==> src/rtl/delay_pkg.sv <==
// Shared types and constants for the delay pulse monitor.
// Build option DELAY_MON_TOL_EN (used by delay_monitor) widens the acceptance window by +/-TOL.
package delay_pkg;

  typedef enum logic [1:0] {
    IDLE   = 2'd0,
    ACQ    = 2'd1,
    LOCKED = 2'd2
  } dly_state_e;

  localparam int DLY_PERIOD = 5001;
  localparam int DLY_CBITS  = 13;

  // The counter must be able to hold U+1 without saturating early.
  function automatic bit dly_cbits_ok(input int cbits, input int period, input int tol);
    longint max_cnt;
    max_cnt = (longint'(1) << cbits) - longint'(1);
    return max_cnt >= longint'(period + tol + 1);
  endfunction

endpackage

==> src/rtl/delay_ivl_cnt.sv <==
// Saturating interval counter: reloads to 1 on a pulse, otherwise counts up and sticks at all-ones.
module delay_ivl_cnt #(
  parameter int CBITS = 13
) (
  input  logic             clk,
  input  logic             rst,
  input  logic             load_i,
  output logic [CBITS-1:0] ivl_o
);

  logic [CBITS-1:0] ivl_q;
  logic [CBITS-1:0] ivl_d;

  always_comb begin
    ivl_d = ivl_q;
    if (load_i) begin
      ivl_d = CBITS'(1);
    end else if (ivl_q != {CBITS{1'b1}}) begin
      ivl_d = ivl_q + CBITS'(1);
    end
  end

  always_ff @(posedge clk or negedge rst) begin
    if (!rst) begin
      ivl_q <= '0;
    end else begin
      ivl_q <= ivl_d;
    end
  end

  assign ivl_o = ivl_q;

endmodule

==> src/rtl/delay_monitor.sv <==
// Checks the spacing of periodic sig pulses, flags early/late arrivals and declares lock.
// Define DELAY_MON_TOL_EN to accept intervals in [PERIOD-TOL, PERIOD+TOL] instead of exactly PERIOD.
module delay_monitor
  import delay_pkg::*;
#(
  parameter int PERIOD   = DLY_PERIOD,
  parameter int CBITS    = DLY_CBITS,
  parameter int TOL      = 2,
  parameter int LOCK_CNT = 3
) (
  input  logic             clk,
  input  logic             rst,
  input  logic             sig,
  output logic             locked,
  output logic             early,
  output logic             late,
  output logic             good,
  output logic             err,
  output logic [CBITS-1:0] last_ivl
);

`ifdef DELAY_MON_TOL_EN
  localparam int LO = PERIOD - TOL;
  localparam int HI = PERIOD + TOL;
`else
  localparam int LO = PERIOD;
  localparam int HI = PERIOD;
`endif
  localparam logic [CBITS-1:0] LO_C   = CBITS'(LO);
  localparam logic [CBITS-1:0] LATE_C = CBITS'(HI + 1);
  localparam logic [3:0]       LOCK_C = 4'(LOCK_CNT);

  if (!dly_cbits_ok(CBITS, PERIOD, TOL)) begin : g_cbits_check
    $error("delay_monitor: CBITS too narrow for PERIOD+TOL+1");
  end

  dly_state_e       state_q;
  logic [3:0]       run_q;
  logic             sig_q;
  logic             locked_q;
  logic             early_q;
  logic             late_q;
  logic             good_q;
  logic             err_q;
  logic [CBITS-1:0] last_ivl_q;
  logic [CBITS-1:0] ivl;

  delay_ivl_cnt #(
    .CBITS (CBITS)
  ) u_ivl_cnt (
    .clk    (clk),
    .rst    (rst),
    .load_i (sig_q),
    .ivl_o  (ivl)
  );

  // sig is registered first; the FSM and counter both act on sig_q, giving one cycle of latency.
  always_ff @(posedge clk or negedge rst) begin
    if (!rst) begin
      state_q    <= IDLE;
      run_q      <= '0;
      sig_q      <= 1'b0;
      locked_q   <= 1'b0;
      early_q    <= 1'b0;
      late_q     <= 1'b0;
      good_q     <= 1'b0;
      err_q      <= 1'b0;
      last_ivl_q <= '0;
    end else begin
      sig_q   <= sig;
      early_q <= 1'b0;
      late_q  <= 1'b0;
      good_q  <= 1'b0;
      case (state_q)
        IDLE: begin
          if (sig_q) begin
            state_q <= ACQ;
            run_q   <= '0;
          end
        end
        ACQ, LOCKED: begin
          if (ivl == LATE_C) begin
            // Timeout wins over a coincident pulse, which then serves as the new reference.
            late_q   <= 1'b1;
            run_q    <= '0;
            locked_q <= 1'b0;
            if (state_q == LOCKED) err_q <= 1'b1;
            if (sig_q) begin
              state_q    <= ACQ;
              last_ivl_q <= ivl;
            end else begin
              state_q <= IDLE;
            end
          end else if (sig_q) begin
            last_ivl_q <= ivl;
            if (ivl < LO_C) begin
              early_q  <= 1'b1;
              run_q    <= '0;
              locked_q <= 1'b0;
              state_q  <= ACQ;
              if (state_q == LOCKED) err_q <= 1'b1;
            end else begin
              good_q <= 1'b1;
              if (state_q == ACQ) begin
                run_q <= run_q + 4'd1;
                if (run_q + 4'd1 == LOCK_C) begin
                  state_q  <= LOCKED;
                  locked_q <= 1'b1;
                end
              end
            end
          end
        end
        default: begin
          state_q  <= IDLE;
          run_q    <= '0;
          locked_q <= 1'b0;
        end
      endcase
    end
  end

  assign locked   = locked_q;
  assign early    = early_q;
  assign late     = late_q;
  assign good     = good_q;
  assign err      = err_q;
  assign last_ivl = last_ivl_q;

endmodule

==> config.mk <==
export PLATFORM = sky130hd
export DESIGN_NAME = delay_monitor
export DESIGN_NICKNAME = d
export VERILOG_FILES = /design/src/rtl/delay_pkg.sv /design/src/rtl/delay_ivl_cnt.sv /design/src/rtl/delay_monitor.sv
export SDC_FILE = /design/constraint.sdc
export NUM_CORES = 1
export LEC_CHECK = 0
export CAP_MARGIN = 20
export CELL_PAD_IN_SITES_DETAIL_PLACEMENT = 1
export CELL_PAD_IN_SITES_GLOBAL_PLACEMENT = 2
export CORE_AREA = 5 5 77 79
export CTS_CLUSTER_SIZE = 8
export DETAILED_ROUTE_END_ITERATION = 8
export DIE_AREA = 0 0 82 84
export HOLD_SLACK_MARGIN = 0.15
export PLACE_DENSITY_LB_ADDON = 0.05
export RECOVER_POWER = 100
export SLEW_MARGIN = 20
export SYNTH_ARGS = -nofsm -noshare
export SYNTH_HDL_FRONTEND = slang
export SYNTH_SLANG_ARGS = --single-unit
==> constraint.sdc <==
create_clock -name clk -period 6.45 [get_ports clk]
set_input_delay 0.9675 -clock clk [delete_from_list [all_inputs] [get_ports clk]]
set_output_delay 0.9675 -clock clk [all_outputs]
set_load 0.05 [all_outputs]
==> results.cfg <==
[timing]
hold-worst-slack_ns = 0.497
clock.fmax_ghz = 0.329
fin_crit_ns = 3.04
slew_headroom_pct = -35.8
worst_pin_slew_ns = 2.04
finalCritPeriodShare_pct = 47.1
finalHoldViolCount = 0
setup_viol = 0
finalSetupTns_ns = 0
rsz0062_at_grt = no
drv_slew = 39
setup_ws_ns = 3.41
finClkSkew_ns = 0.00704

[layout]
layout.cell_area.non_filler_sq_mm = 0.00231
drive_above_1_share_pct = 12.0
fin_nets = 210
antennaDiodeCount = 0
area_delta_synth_final_pct = 16.8
fin_cells = 272

[placement]
io_buffers = 20
dp_cells = 264
dp_slack_ns = 4.17
dp_hpwl_mm = 3.33
gp_congestion = 0.757
post_dp_cell_area_sq_mm = 0.00222

[clock_tree]
clock-root-buffer = clkbuf_8
cts_tree = done
numCtsBuffers = 5
cts.sinks = 38
cts_resized = 0
holdBufCountCts = 0
clk_path_buf_depth = 2
cts_max_level = 2
worst_skew_pair.late_latency_ns = 0.29
post-cts-setup-buffer-count = 0
cts.reportedPaths.clkPinSlew_ns = 0.08

[synth]
synth.distinct_cells = 47
synth_edf_count = 0
synth.area.top_cells = dfrtp_1 48%, mux2_2 7.4%, ha_1 5.1%, nor2_1 4.2%, xor2_1 3.1%
synth_seq_cells = 38
yosysSeqAreaShare_pct = 48.0
synth_area_leader_cell = dfrtp_1
yosysMostFrequentCell = dfrtp_1
syn_area_per_cell_sq_um = 10.9
synth_nets = 192
ys_warn_count = 0
synthFlopType = dfrtp_1
netlist_instances = 181
synth_area_sq_mm = 0.00198
synthArstFlopShare_pct = 100
synth_top_cells_by_count = 38 x dfrtp_1, 22 x nor2_1, 13 x mux2_2, 8 x ha_1, 8 x nand2_1
synth_top_area_share_pct = 48.0

[route]
drc = 0
dr.pass1.iters = 4
ant_nets = 0
vias = 1405
dr.first_iter.drc_count = 59
wl_mm = 4.62
drt-vias-per-instance = 5.17
routedWlPerCell_microns = 17.0

[pwr]
power.density_mw_per_mm2 = 253
seqPwrFrac_pct = 44.0
p_leak_nw = 1.06
pwr-share-comb_pct = 13.4
clockPowerShare_pct = 42.6
p_switching_mw = 0.147
p_sw_share_pct = 25.1
p_int_mw = 0.439
max-vdd-ir-drop_mv = 0.123

[die]
dieArea_sq_mm = 0.00689
start_util_pct = 37.6
fp.dieH_microns = 84
row_count = 27
core_sq_mm = 0.00527
io_pins = 21
fp.dieW_microns = 82

[min_path]
min_to = err
min_from = err
hold_depth = 1
hp-class = reg -> reg

[global_routing]
grt_pass1_vias = 1568
gr-total-overflow = 0
grt_pass1_wl_mm = 7.98
grt_usage_pct = 14.8
antenna_found_initial = 0
grt_start_max_net_pins = 39

[setup_path]
rr_endpoint = state_q[0]
r2r-start = u_ivl_cnt.ivl_o[11]
cpMaxStageDelayCell = a2111oi_0
worstPathCellList = or4_1, nor2_1, a311oi_1, a2111oi_0, mux2_2
r2r_cells = 5
setup.worst_path.end_class = register
required_ns = 6.62
arrival_ns = 3.21
r2r_slack_ns = 3.41
critPathMaxStageDelay_ns = 0.75
crit_fanout = 7
start_kind = register
crit_type = reg -> reg

[run]
cap_violations = 1

[run_status]
outcome = complete, but fails checks
violations = max-capacitance violations, max-slew violations
-- stage by stage --
stage | power [mW] | utilization (%)
after global placement | 0.346 | 42.1
final | 0.585 | 43.9
after detailed placement | 0.348 | 42.1
after floorplan | 0.320 | -
after global routing | 0.612 | 43.9
after CTS | 0.601 | 44.8
-- critical path, delay by kind of cell (launching register included) --
family / cells / cell delay (ns)
DFF: 1 / 0.48
and+or+nand+nor: 2 / 0.96
muxes: 1 / 0.41
AOI/OAI and AO/OA: 2 / 1.09
-- registers in the layout, indices dropped and copies added, names as in the netlist --
register         count
last_ivl            13
good                 1
late                 1
run_q                4
locked               1
state_q              2
err                  1
u_ivl_cnt.ivl_o     13
early                1
sig_q                1
-- per-layer routing --
| layer | track usage [%] | part of all wire [%] | vias up |
|---|---|---|---|
| met1 | 19.0 | 44 | 716 |
| li1 | - | - | 677 |
| met2 | 24.6 | 54 | 10 |
| met5 | 0 | 0 | - |
| met4 | 3.93 | 0.54 | 0 |
| met3 | 3.24 | 2.3 | 2 |
-- final cells by class --
class | count | area [sq um]
fill | 597 | 2960
sequential | 38 | 951
multi-input combinational | 128 | 915
timing repair buffer | 20 | 194
tap | 72 | 90.1
clock buffer | 6 | 82.6
clock inverter | 2 | 60.1
inverter | 6 | 22.5
-- kinds of logic after synthesis --
kind of cell | Yosys count | synth area share, %
buffers and inverters | 15 | 3.47
adders and majority gates | 8 | 5.05
muxes | 14 | 8.14
and+or+nand+nor | 66 | 17.9
AOI/OAI and AO/OA | 29 | 12.6
DFF | 38 | 48.0
xor gates and xnor gates | 11 | 4.86
-- cell usage in the layout (no fill, tap or decap), types with 2 or more instances in the layout --
master / Yosys / final
nand2_1: 8 / 8
a21oi_1: 2 / 2
a311oi_1: 1 / 2
nand3_1: 7 / 7
o31ai_1: 2 / 2
a22o_1: 2 / 2
and3_1: 3 / 3
o21ai_0: 4 / 4
nand2b_1: 2 / 2
o211ai_1: 2 / 2
inv_1: 6 / 6
dfrtp_1: 38 / 38
clkbuf_8: 0 / 6
dlygate4sd3_1: 0 / 19
o2111ai_1: 4 / 4
nand4_1: 2 / 2
nor2b_1: 3 / 3
and2_1: 3 / 3
xor2_1: 7 / 7
nor3_1: 6 / 6
xnor2_1: 4 / 4
ha_1: 8 / 8
bufinv_16: 0 / 2
nor2_1: 22 / 23
o21bai_1: 2 / 2
mux2_2: 13 / 13
-- power by group through the flow --
stage / Clock (mW) / Combinational [mW] / Sequential (mW)
after CTS: 0.257 / 0.0854 / 0.258
after detailed placement: 0 / 0.0847 / 0.263
after global routing: 0.268 / 0.0853 / 0.259
final: 0.250 / 0.0783 / 0.257
after floorplan: 0 / 0.0437 / 0.276
after global placement: 0 / 0.0836 / 0.263
-- how the worst max path moves through the flow --
| stage | startpoint | to |
|---|---|---|
| global route | u_ivl_cnt.ivl_o[11] | state_q[0] |
| finish | u_ivl_cnt.ivl_o[11] | state_q[0] |
| global placement | u_ivl_cnt.ivl_o[11] | run_q[1] |
| floorplan | u_ivl_cnt.ivl_o[11] | run_q[1] |
| CTS | locked | locked |
| detailed placement | u_ivl_cnt.ivl_o[11] | state_q[0] |
No activity file was read; power rests on OpenSTA's default activity.
